File: src/rtl/exp2_x.sv
// exp2_x: five-stage pipelined FP32 base-2 exponential, Result = 2^x.
// It is the inverse of the log2 unit. It splits x into I + F, with I = floor(x).
// 2^F - 1 is approximated by linear interpolation over a 33-entry table,
// which gives the mantissa. I + 127 becomes the exponent.
//
// Ports
//   clk      : single clock, everything updates on its rising edge
//   rst      : synchronous active-high reset, overrides en
//   en       : pipeline advance enable; all registers hold while low
//   vld_in   : Oprand_A carries an operand this cycle
//   Oprand_A : FP32 operand x
//   Result   : FP32 result 2^x (registered)
//   vld_out  : Result valid (registered)
//
// Stages
//   S0 input register
//   S1 classify + fixed-point conversion
//   S2 table read
//   S3 multiply-add
//   S4 pack
module exp2_x #(
    parameter int DATA_WIDTH = 32,
    parameter int EXPO_WIDTH = 8,
    parameter int MANT_WIDTH = 23,
    parameter int LUT_SIZE   = 32,
    parameter int LUT_BITS   = 17
) (
    input  logic                  clk,
    input  logic                  rst,
    input  logic                  en,
    input  logic                  vld_in,
    input  logic [DATA_WIDTH-1:0] Oprand_A,
    output logic [DATA_WIDTH-1:0] Result,
    output logic                  vld_out
);

    localparam int BIAS       = (1 << (EXPO_WIDTH - 1)) - 1;
    localparam int IDX_W      = $clog2(LUT_SIZE);
    localparam int R_W        = MANT_WIDTH - IDX_W;
    // Fixed-point x: sign + 8 integer bits + MANT_WIDTH fraction bits.
    localparam int FIX_W      = MANT_WIDTH + 9;
    localparam int MAG_W      = FIX_W - 1;
    localparam int FRAC_OUT_W = LUT_BITS - 1;
    localparam int PROD_W     = LUT_BITS + R_W;

    localparam logic [EXPO_WIDTH-1:0] E_BIAS = EXPO_WIDTH'(BIAS);
    // Below 2^-24 the fraction underflows to zero, so the result is 1.0.
    localparam logic [EXPO_WIDTH-1:0] E_MIN  = EXPO_WIDTH'(BIAS - MANT_WIDTH - 1);
    // At 2^7 and above, |x| >= 128 always saturates.
    localparam logic [EXPO_WIDTH-1:0] E_MAX  = EXPO_WIDTH'(BIAS + 6);
    localparam logic [EXPO_WIDTH-1:0] E_ALL1 = '1;

    localparam logic [DATA_WIDTH-1:0] QNAN_W = DATA_WIDTH'(32'h7FC0_0000);
    localparam logic [DATA_WIDTH-1:0] PINF_W = DATA_WIDTH'(32'h7F80_0000);
    localparam logic [DATA_WIDTH-1:0] ONE_W  = DATA_WIDTH'(32'h3F80_0000);
    localparam logic [IDX_W:0]        IDX_ONE = (IDX_W + 1)'(1);

    typedef enum logic [2:0] {
        CLS_NORM,
        CLS_NAN,
        CLS_PINF,
        CLS_ZERO,
        CLS_ONE
    } cls_t;

    // T[k] = round(65536 * (2^(k/32) - 1)). This is a read-only table.
    function automatic logic [LUT_BITS-1:0] lut_rd(input logic [IDX_W:0] k);
        case (k)
            6'd0:    lut_rd = LUT_BITS'(0);
            6'd1:    lut_rd = LUT_BITS'(1435);
            6'd2:    lut_rd = LUT_BITS'(2902);
            6'd3:    lut_rd = LUT_BITS'(4400);
            6'd4:    lut_rd = LUT_BITS'(5932);
            6'd5:    lut_rd = LUT_BITS'(7496);
            6'd6:    lut_rd = LUT_BITS'(9096);
            6'd7:    lut_rd = LUT_BITS'(10730);
            6'd8:    lut_rd = LUT_BITS'(12400);
            6'd9:    lut_rd = LUT_BITS'(14106);
            6'd10:   lut_rd = LUT_BITS'(15850);
            6'd11:   lut_rd = LUT_BITS'(17633);
            6'd12:   lut_rd = LUT_BITS'(19454);
            6'd13:   lut_rd = LUT_BITS'(21315);
            6'd14:   lut_rd = LUT_BITS'(23216);
            6'd15:   lut_rd = LUT_BITS'(25160);
            6'd16:   lut_rd = LUT_BITS'(27146);
            6'd17:   lut_rd = LUT_BITS'(29175);
            6'd18:   lut_rd = LUT_BITS'(31249);
            6'd19:   lut_rd = LUT_BITS'(33369);
            6'd20:   lut_rd = LUT_BITS'(35534);
            6'd21:   lut_rd = LUT_BITS'(37747);
            6'd22:   lut_rd = LUT_BITS'(40009);
            6'd23:   lut_rd = LUT_BITS'(42320);
            6'd24:   lut_rd = LUT_BITS'(44682);
            6'd25:   lut_rd = LUT_BITS'(47095);
            6'd26:   lut_rd = LUT_BITS'(49562);
            6'd27:   lut_rd = LUT_BITS'(52082);
            6'd28:   lut_rd = LUT_BITS'(54658);
            6'd29:   lut_rd = LUT_BITS'(57289);
            6'd30:   lut_rd = LUT_BITS'(59979);
            6'd31:   lut_rd = LUT_BITS'(62727);
            default: lut_rd = LUT_BITS'(65536);
        endcase
    endfunction

    // Pipeline registers
    logic [DATA_WIDTH-1:0] s0_x;
    logic                  s0_v;

    cls_t                  s1_cls;
    logic                  s1_v;
    logic [EXPO_WIDTH-1:0] s1_exp;
    logic [IDX_W-1:0]      s1_idx;
    logic [R_W-1:0]        s1_r;

    cls_t                  s2_cls;
    logic                  s2_v;
    logic [EXPO_WIDTH-1:0] s2_exp;
    logic [LUT_BITS-1:0]   s2_t0;
    logic [LUT_BITS-1:0]   s2_t1;
    logic [R_W-1:0]        s2_r;

    cls_t                  s3_cls;
    logic                  s3_v;
    logic [EXPO_WIDTH-1:0] s3_exp;
    logic [FRAC_OUT_W-1:0] s3_frac;

    // S1 combinational: classify and convert to fixed point
    logic                  in_sgn;
    logic [EXPO_WIDTH-1:0] in_exp;
    logic [MANT_WIDTH-1:0] in_man;
    logic [MAG_W-1:0]      mag;
    logic signed [FIX_W-1:0] fx;
    logic signed [8:0]     int_part;
    logic signed [9:0]     biased;
    cls_t                  cls_c;

    assign in_sgn = s0_x[DATA_WIDTH-1];
    assign in_exp = s0_x[DATA_WIDTH-2 -: EXPO_WIDTH];
    assign in_man = s0_x[MANT_WIDTH-1:0];

    always_comb begin
        mag = {{(MAG_W - MANT_WIDTH - 1){1'b0}}, 1'b1, in_man};
        if (in_exp >= E_BIAS) begin
            mag = mag << (in_exp - E_BIAS);
        end else begin
            mag = mag >> (E_BIAS - in_exp);
        end

        // A negative x is negated in two's complement. The top bits are then
        // floor(x), and the low bits are the non-negative fraction.
        if (in_sgn) begin
            fx = -$signed({1'b0, mag});
        end else begin
            fx = $signed({1'b0, mag});
        end
        int_part = fx[FIX_W-1:MANT_WIDTH];
        biased   = {int_part[8], int_part} + 10'(BIAS);

        if (in_exp == E_ALL1 && in_man != '0) begin
            cls_c = CLS_NAN;
        end else if (in_exp == E_ALL1) begin
            cls_c = in_sgn ? CLS_ZERO : CLS_PINF;
        end else if (in_exp < E_MIN) begin
            cls_c = CLS_ONE;
        end else if (in_exp > E_MAX) begin
            cls_c = in_sgn ? CLS_ZERO : CLS_PINF;
        end else if (biased > 10'sd254) begin
            cls_c = CLS_PINF;
        end else if (biased < 10'sd1) begin
            cls_c = CLS_ZERO;
        end else begin
            cls_c = CLS_NORM;
        end
    end

    // S3 combinational: interpolation product
    logic [LUT_BITS-1:0] diff;
    logic [PROD_W-1:0]   prod;

    always_comb begin
        diff = s2_t1 - s2_t0;
        prod = {{R_W{1'b0}}, diff} * {{LUT_BITS{1'b0}}, s2_r};
    end

    // S4 combinational: special-case override, otherwise normal pack
    logic [DATA_WIDTH-1:0] pack_c;

    always_comb begin
        pack_c = '0;
        case (s3_cls)
            CLS_NAN:  pack_c = QNAN_W;
            CLS_PINF: pack_c = PINF_W;
            CLS_ONE:  pack_c = ONE_W;
            CLS_ZERO: pack_c = '0;
            default:  pack_c = {1'b0, s3_exp, s3_frac,
                                {(MANT_WIDTH - FRAC_OUT_W){1'b0}}};
        endcase
    end

    always_ff @(posedge clk) begin
        if (rst) begin
            s0_x    <= '0;
            s0_v    <= 1'b0;
            s1_cls  <= CLS_ZERO;
            s1_v    <= 1'b0;
            s1_exp  <= '0;
            s1_idx  <= '0;
            s1_r    <= '0;
            s2_cls  <= CLS_ZERO;
            s2_v    <= 1'b0;
            s2_exp  <= '0;
            s2_t0   <= '0;
            s2_t1   <= '0;
            s2_r    <= '0;
            s3_cls  <= CLS_ZERO;
            s3_v    <= 1'b0;
            s3_exp  <= '0;
            s3_frac <= '0;
            Result  <= '0;
            vld_out <= 1'b0;
        end else if (en) begin
            // S0
            s0_x    <= Oprand_A;
            s0_v    <= vld_in;
            // S1
            s1_cls  <= cls_c;
            s1_v    <= s0_v;
            s1_exp  <= biased[EXPO_WIDTH-1:0];
            s1_idx  <= fx[MANT_WIDTH-1 -: IDX_W];
            s1_r    <= fx[R_W-1:0];
            // S2
            s2_cls  <= s1_cls;
            s2_v    <= s1_v;
            s2_exp  <= s1_exp;
            s2_t0   <= lut_rd({1'b0, s1_idx});
            s2_t1   <= lut_rd({1'b0, s1_idx} + IDX_ONE);
            s2_r    <= s1_r;
            // S3: T[n+1] bounds the sum, so it always fits FRAC_OUT_W bits
            s3_cls  <= s2_cls;
            s3_v    <= s2_v;
            s3_exp  <= s2_exp;
            s3_frac <= FRAC_OUT_W'(s2_t0 + LUT_BITS'(prod >> R_W));
            // S4
            Result  <= pack_c;
            vld_out <= s3_v;
        end
    end

endmodule

File: config.mk
export PLATFORM = sky130hd
export DESIGN_NAME = exp2_x
export DESIGN_NICKNAME = d
export VERILOG_FILES = /design/src/rtl/exp2_x.sv
export SDC_FILE = /design/constraint.sdc
export NUM_CORES = 1
export LEC_CHECK = 0
export BUFFER_PORTS_ARGS = -buffer_cell sky130_fd_sc_hd__buf_2
export CELL_PAD_IN_SITES_DETAIL_PLACEMENT = 0
export CELL_PAD_IN_SITES_GLOBAL_PLACEMENT = 2
export CORE_MARGIN = 2
export CORE_UTILIZATION = 30
export CTS_CLUSTER_SIZE = 12
export DETAILED_ROUTE_END_ITERATION = 8
export GPL_TIMING_DRIVEN = 0
export PLACE_DENSITY = 0.77
export SKIP_LAST_GASP = 1
export SLEW_MARGIN = 20
export SYNTH_ARGS = -nofsm -noshare
export SYNTH_HDL_FRONTEND = slang
export SYNTH_SLANG_ARGS = --single-unit
export TNS_END_PERCENT = 10
File: constraint.sdc
create_clock -name clk -period 15 [get_ports clk]
set_input_delay 4.5 -clock clk [delete_from_list [all_inputs] [get_ports clk]]
set_output_delay 4.5 -clock clk [all_outputs]
set_load 0.005 [all_outputs]
# Word level (Yosys, flattened, before mapping)
# Memory sizes are Yosys's and may differ from the RTL's. A register that Yosys moved wholly into a read port is not among the register bits.
# Index checks and enable logic that the tools add are counted.
# word_totals
mem_bits_ro	1024
ram_bits	0
out_inout_bits	33
memories	2
inputBits	36
latch_bits	0
reg_bits	193
elab_cells	54
# mem_list
name	words	width	rd	rd_clocked_by_memory_dff	wr	line_no	rtl
(name not given)	32	16	1	1	0	68	case (k)
(name not given)	32	16	1	0	0	68	
# classes
eq_ne	5
multipliers	1
div_mod_pow	0
add_sub_neg	7
mux	11
shift	2
magnitude_cmp	5
n_bitwise	0
reduce_logical	2
# op_table
operator	count
$pmux W31 S4	1
$mul A17 B18 Y34	1
$mux W32	1
$neg A31 Y32	1
$mux W31	1
$shl A24 B8 Y31	1
$shr A24 B8 Y31	1
$reduce_bool A23 Y1	1
$mux W17	1
$sub A17 B17 Y17	1
$add A16 B16 Y16	1
$add A9 B8 Y10 const B	1
$gt A10 B9 Y1 const B	1
$lt A10 B2 Y1 const B	1
$mux W3	3
$eq A8 B8 Y1 const B	1
$ge A8 B7 Y1 const B	1
$gt A8 B8 Y1 const B	1
$lt A8 B7 Y1 const B	1
$sub A7 B8 Y8 const A	1
$sub A8 B7 Y8 const B	1
$add A5 B1 Y6 const B	1
$eq A3 B2 Y1 const B	2
$mux W2	3
4 further kinds	4

# Longest topological paths before layout
# Gate-level depths: netlist (run 1).
# depth
word_depth	13
mapped_depth	54

# Worst setup path before layout (run 1)
# Ideal clock, no wire load.
# synth_timing
path_kind	flip-flop to flip-flop
startpoint	register s2_t0[1]
endpoint	register s3_frac[15]
setup_ns	0.091
path_buffers	1
path_slack_ns	4.009
path_stages_with_launch	48
required_time_ns	14.909
arrival_time_ns	10.900
path_cell_list	dfxtp_1 -> inv_1 -> ha_1 -> nor2b_1 -> o21ai_0 -> a21boi_0 -> o21ai_0 -> a21boi_0 -> o21ai_0 -> a21boi_0 -> o21ai_0 -> a21boi_0 -> o21ai_0 -> a21boi_0 -> o21ai_0 -> a21boi_1 -> clkbuf_1 -> nor4_1 -> [... 12 more ...] -> a21o_1 -> a21o_1 -> a21oi_1 -> o31ai_1 -> a21o_1 -> a41o_1 -> o41a_1 -> a21o_1 -> a211oi_1 -> nor3_1 -> ha_1 -> o41ai_1 -> o2111ai_1 -> a21oi_1 -> xnor2_1 -> xnor2_1 -> nand3_1 -> a311oi_1
# synth_between
elab_chain_cells	3
# synth_rtl
element	line_no	rtl
start: declaration	118	logic [LUT_BITS-1:0] s2_t0;
$sub A17 B17 Y17	181	diff = s2_t1 - s2_t0;
$mul A17 B18 Y34	182	prod = {{R_W{1'b0}}, diff} * {{LUT_BITS{1'b0}}, s2_r};
$add A16 B16 Y16 *	242	s3_frac <= FRAC_OUT_W'(s2_t0 + LUT_BITS'(prod >> R_W));
end signal: assignment	242	
end: declaration	125	logic [FRAC_OUT_W-1:0] s3_frac;
# Mark *: on every way between the ends. The rest lies on a longest branch, timed or not.
# A chain may end at the register's enable or synchronous reset.

# Worst setup path after layout (run 1)
# Ends and elaborated chain as after synthesis.

==> results of run 1 <==
## metrics by stage
step,util (%),cell area (um^2)
after floorplan,-,24800
after global placement,32.3,26500
after detailed placement,32.3,26500
after CTS,33.0,27100
after global routing,33.1,27100
final,33.1,27100
## worst max-delay path: cells and delay by family (launching register included)
kind	cells	cell delay, ns
buffers and inverters	7	0.93
adder cells (fa/ha/maj)	9	3.94
AND/OR/NAND/NOR	6	1.55
AO/OA/AOI/OAI	26	6.02
flip-flops	1	0.49
XOR/XNOR	2	0.33
## report_power, final
part | internal, mW | leakage, nW | total (mW) | switching, mW
sequential | 0.510 | 1.50 | 0.529 | 0.0191
combinational | 0.149 | 10.1 | 0.504 | 0.355
clock | 0.245 | 0.303 | 0.486 | 0.241
total | 0.904 | 11.9 | 1.52 | 0.616
## path summary, 6_finish.rpt
path	startpoint	to	slack [ns]	cells after the start
worst min-delay path	s3_exp[4]	Result[27]	0.46	2
worst max register to register	s2_t0[1]	s3_frac[15]	1.63	50
worst max-delay path	s2_t0[1]	s3_frac[15]	1.63	50
worst min register to register	s3_exp[4]	Result[27]	0.46	2
## layer usage
layer  share of wire, %  vias to the layer above  GRT usage (%)
li1                   -                    10500              -
met1                 46                    11100           29.8
met2                 46                      741           34.9
met3                5.1                      130           2.52
met4                2.3                        2           5.22
met5              0.013                        -              0
## logic make-up after synthesis
| group | Yosys count |
|---|---|
| flops | 184 |
| fa+ha+maj | 396 |
| other cells | 1 |
| xor+xnor | 86 |
| simple gates | 1030 |
| compound gates | 538 |
| buf+inv | 612 |
| mux | 218 |
## Yosys cell counts, drive strengths merged (9+ instances only)
| cell | instances |
|---|---|
| inv | 368 |
| nand2 | 342 |
| nor2 | 299 |
| fa | 238 |
| dfxtp | 184 |
| clkbuf | 181 |
| mux2i | 169 |
| ha | 158 |
| a21oi | 103 |
| o21ai | 96 |
| and2 | 88 |
| nand3 | 68 |
| xnor2 | 64 |
| buf | 61 |
| a211oi | 53 |
| nand2b | 45 |
| nor3 | 43 |
| nor2b | 41 |
| o211ai | 40 |
| nor4 | 33 |
| mux2 | 25 |
| mux4 | 24 |
| xor2 | 22 |
| a22oi | 20 |
| a21o | 19 |
| a21boi | 16 |
| a311oi | 16 |
| o22ai | 15 |
| a211o | 13 |
| a31oi | 13 |
| o21bai | 12 |
| or3 | 11 |
| a221oi | 10 |
| a311o | 10 |
| and3 | 10 |
| nand3b | 10 |
| nand4 | 10 |
| o221ai | 10 |
| o31ai | 10 |
| o21a | 9 |
## area by class of cell
type / count / area, um^2
buffer: 242 / 1060
inverter: 370 / 1390
clock buffer: 18 / 439
clock inverter: 14 / 178
timing repair buffer: 61 / 312
multi-input combinational: 2276 / 18700
fill: 8969 / 54900
tap: 1070 / 1340
sequential: 184 / 3680
## flip-flops by register name, summed over array words and instances, names as in the netlist, 3 cells and up
name	count
s0_x	32
Result	24
s1_r	18
s2_r	18
s2_t1	17
s2_t0	16
s3_frac	16
s1_exp	8
s2_exp	8
s3_exp	8
s1_idx	5
s1_cls	3
s2_cls	3
s3_cls	3
==> impl_metrics.tcl, run 1 <==
set metrics [dict create \
    synth_top_area_share_pct 19.2 \
    max_freq_mhz 74.8 \
    core-area_mm2 0.0820 \
    post_cts_resized 0 \
    syn_avg_cell_area_um2 8.09 \
    finalHoldWorstSlack_ns 0.465 \
    period_needed_ns 13.37 \
    ys_ff_latch 184 \
    synth_compound_area_share_pct 15.2 \
    synth_area_leaders "fa_1 19%, dfxtp_1 15%, ha_1 8.0%" \
    num_antenna_cells 0 \
    cts_hold_buf 0 \
    setup-violations-final 0 \
    yosys.area.top_type "fa_1" \
    relSlewSlack_pct 28.2 \
    final_cell_mix "365 x inv_1, 341 x nand2_1, 299 x nor2_1" \
    synth_cell_types 102 \
    clockBufferDepth 2 \
    grt_usage_pct 21.3 \
    yosysSeqAreaShare_pct 14.9 \
    drc_errors 0 \
    holdCritPathClass "reg2reg" \
    routedWlPerCell_um 21.3 \
    synth_area_mm2 0.0248 \
    synth_warnings 0 \
    port-buffer-count 59 \
    worstMarginPinSlew_ns 1.07 \
    wl_um 90100 \
    worst_path_largest_cell_delay_ns 0.72 \
    start_util_pct 30.2 \
    synth_top_family_by_area "adder cells" \
    drive_above_1_share_pct 7.05 \
    antenna_found_initial 1 \
    viasPerCell 5.30 \
    clkLatencyLatePin_ns 0.47 \
    hold_viol_final 0 \
    synthMuxAreaShare_pct 10.2 \
    cp.required_ns 15.38 \
    worstPathArrival_ns 13.75 \
    vias 22400 \
    h-tree-depth 4 \
    gp_congestion 0.948 \
    nets 3584 \
    drt.antenna.violating_nets 0 \
    tns_ns 0 \
    grt_pass1_vias 22600 \
    critical_path_class "reg2reg" \
    cp_max_fo 10 \
    synth_flop_cell "dfxtp_1" \
    period_share_pct 89.2 \
    cp-end-kind "flip-flop" \
    std_cell_rows 105 \
    die_area_mm2 0.0850 \
    p_leak_nw 11.9 \
    final_cells 4235 \
    die_y_um 291 \
    total_power_mw 1.52 \
    globalRouteOverflowTotal 0 \
    clock-sinks 184 \
    syn_inst 3065 \
    outcome "finished clean" \
    synth_fa_ha_area_share_pct 27.2 \
    grt_max_degree 20 \
    final_common_cell "inv_1" \
    pre_cts_slack_ns 1.61 \
    syn2layout_area_growth_pct 9.31 \
    drt-pass1-iter-count 7 \
    root_buffer "clkbuf_16" \
    clk_pin_slew_ns 0.08 \
    ios 69 \
    cts_made_buffers 17 \
    powerDensity_mw_per_mm2 56.1 \
    dpl.cell_count 4201 \
    grt_pass1_wl_um 140000 \
    finalMaxSlewViolations 0 \
    start_kind "flip-flop" \
    synth-simple-area-share_pct 19.5 \
    fp.dieW_um 291 \
    dr.first_iter.drc_count 1745 \
    synth-async-reset-ratio_pct 0 \
    crit_slowest_cell "nor2_1" \
    setup_ws_ns 1.63 \
    fin_skew_ns 0.0183 \
    postCtsSetupBuffers 0 \
    synth_edf_count 0 \
    rsz0062_at_grt "no" \
    synth_xor_area_share_pct 3.19 \
    irDropWorstVdd_mv 0.0772 \
    cap_violations 0 \
    dp_hpwl_um 71500 \
    cts_tree "done" \
]
No activity file was read; power rests on OpenSTA's default activity.
==> run 2: changes to the inputs <==
--- a/config.mk
+++ b/config.mk
@@ -14,6 +14,8 @@
 export DETAILED_ROUTE_END_ITERATION = 8
 export GPL_TIMING_DRIVEN = 0
 export PLACE_DENSITY = 0.77
+export RECOVER_POWER = 50
+export REMOVE_ABC_BUFFERS = 1
 export SKIP_LAST_GASP = 1
 export SLEW_MARGIN = 20
 export SYNTH_ARGS = -nofsm -noshare
==> impl_metrics.tcl, run 2 (synthesis gave the netlist of run 1 again) <==
set metrics [dict create \
    holdCritStartpoint "s3_exp[6]" \
    max_flop_register "s0_x" \
    setup_ws_ns 1.93 \
    wl_um 72700 \
    antenna_found_initial 1 \
    fin_skew_ns 0.0173 \
    irDropWorstVdd_mv 0.0724 \
    std_cell_rows 105 \
    drt.antenna.violating_nets 0 \
    final_cell_mix "365 x inv_1, 341 x nand2_1, 289 x nor2_1" \
    cts_made_buffers 17 \
    fp.dieW_um 291 \
    clkLatencyLatePin_ns 0.46 \
    rsz0062_at_grt "no" \
    ios 69 \
    largest_registers "s0_x: 32 flops, Result: 24 flops" \
    clockBufferDepth 2 \
    nFillCells 8868 \
    vias 20700 \
    grt_max_degree 95 \
    critPathTopFamily "compound AO/OA/AOI/OAI gates" \
    powerDensity_mw_per_mm2 56.1 \
    max_freq_mhz 76.5 \
    hold_viol_final 0 \
    h-tree-depth 4 \
    die_area_mm2 0.0850 \
    die_y_um 291 \
    violations "capacitance limit, slew limit" \
    routedWlPerCell_um 18.1 \
    dpl.cell_count 3979 \
    nets 3361 \
    largest_reg_flops 32 \
    cap_violations 2 \
    gp_congestion 0.911 \
    viasPerCell 5.17 \
    regToRegStartpoint "s2_t0[1]" \
    cp.required_ns 15.10 \
    period_share_pct 87.1 \
    worstPathArrival_ns 13.17 \
    grt_pass1_wl_um 118000 \
    dr.first_iter.drc_count 1312 \
    post_cts_resized 0 \
    root_buffer "clkbuf_16" \
    crit_slowest_cell "nor2_2" \
    holdCritPathClass "reg2reg" \
    critPathBufInv 6 \
    postCtsSetupBuffers 0 \
    outcome "complete, but fails checks" \
    drc_errors 0 \
    final_common_cell "inv_1" \
    clk_pin_slew_ns 0.08 \
    finalMaxSlewViolations 167 \
    cts_hold_buf 0 \
    final_util_pct 32.3 \
    pre_cts_slack_ns 2.08 \
    globalRouteOverflowTotal 0 \
    cts_tree "done" \
    cp_max_fo 18 \
    drt-pass1-iter-count 8 \
    drive_above_1_share_pct 7.38 \
    setup-violations-final 0 \
    place_area_mm2 0.0259 \
    crit_start "s2_t0[1]" \
    worst_path_largest_cell_delay_ns 0.70 \
    grt_usage_pct 17.3 \
    final_cells 4013 \
    p_leak_nw 11.6 \
    final_cell_area_mm2 0.0265 \
    port-buffer-count 60 \
    start_kind "flip-flop" \
    cp-end-kind "flip-flop" \
    critical_path_class "reg2reg" \
    relSlewSlack_pct -250 \
    grt_pass1_vias 20300 \
    dp_hpwl_um 54600 \
    clock-sinks 184 \
    syn2layout_area_growth_pct 6.80 \
    worstMarginPinSlew_ns 5.26 \
    core-area_mm2 0.0820 \
    total_power_mw 1.49 \
    start_util_pct 30.2 \
    period_needed_ns 13.07 \
]
==> run 2: cell count changes in the layout (fill, tap and decap cells not counted), sizes merged <==
cell	delta
clkinvlp	+1
clkinv	-2
buf	-54
clkbuf	-170
inv	+2
diode	+1
==> run 2: path summary, 6_finish.rpt <==
path | to | slack (ns) | depth (start not counted)
min reg2reg | Result[29] | 0.47 | 2
max | s3_frac[15] | 1.93 | 52
max reg2reg | s3_frac[15] | 1.93 | 52
min | Result[29] | 0.47 | 2
==> run 2: worst min-delay path: stages (launching register included) <==
cell	delay (ns)
dfxtp_1	0.32
nand2_1	0.05
a211oi_1	0.06
==> run 2: report_power, final <==
group	internal [mW]	switching (mW)
combinational	0.167	0.295
sequential	0.510	0.0429
clock	0.239	0.231
total	0.917	0.569
==> run 2: layout make-up <==
type | instances | area (um^2) | area share, %
Antenna cell | 1 | 2.50 | 0.00945
Clock buffer | 17 | 425 | 1.61
Clock inverter | 15 | 175 | 0.662
Inverter | 370 | 1390 | 5.26
Multi-Input combinational cell | 2276 | 18800 | 71.1
Sequential cell | 184 | 3700 | 14.0
Tap cell | 1070 | 1340 | 5.06
Timing Repair Buffer | 80 | 618 | 2.33
==> run 2: metal layers <==
| layer | vias to the layer above | global-route usage (%) | part of all wire, % |
|---|---|---|---|
| li1 | 10000 | - | - |
| met1 | 10200 | 24.9 | 49 |
| met2 | 453 | 27.3 | 45 |
| met3 | 80 | 1.84 | 3.6 |
| met4 | 0 | 4.93 | 2.3 |
| met5 | - | 0 | 0 |
==> run 2: per-stage QoR <==
step                TNS [ns]  hold WS, ns
detailed placement         0        0.455
CTS                        0        0.466
floorplan                  0        0.431
global route               0        0.486
finish                     0        0.466
global placement     -0.0413        0.450
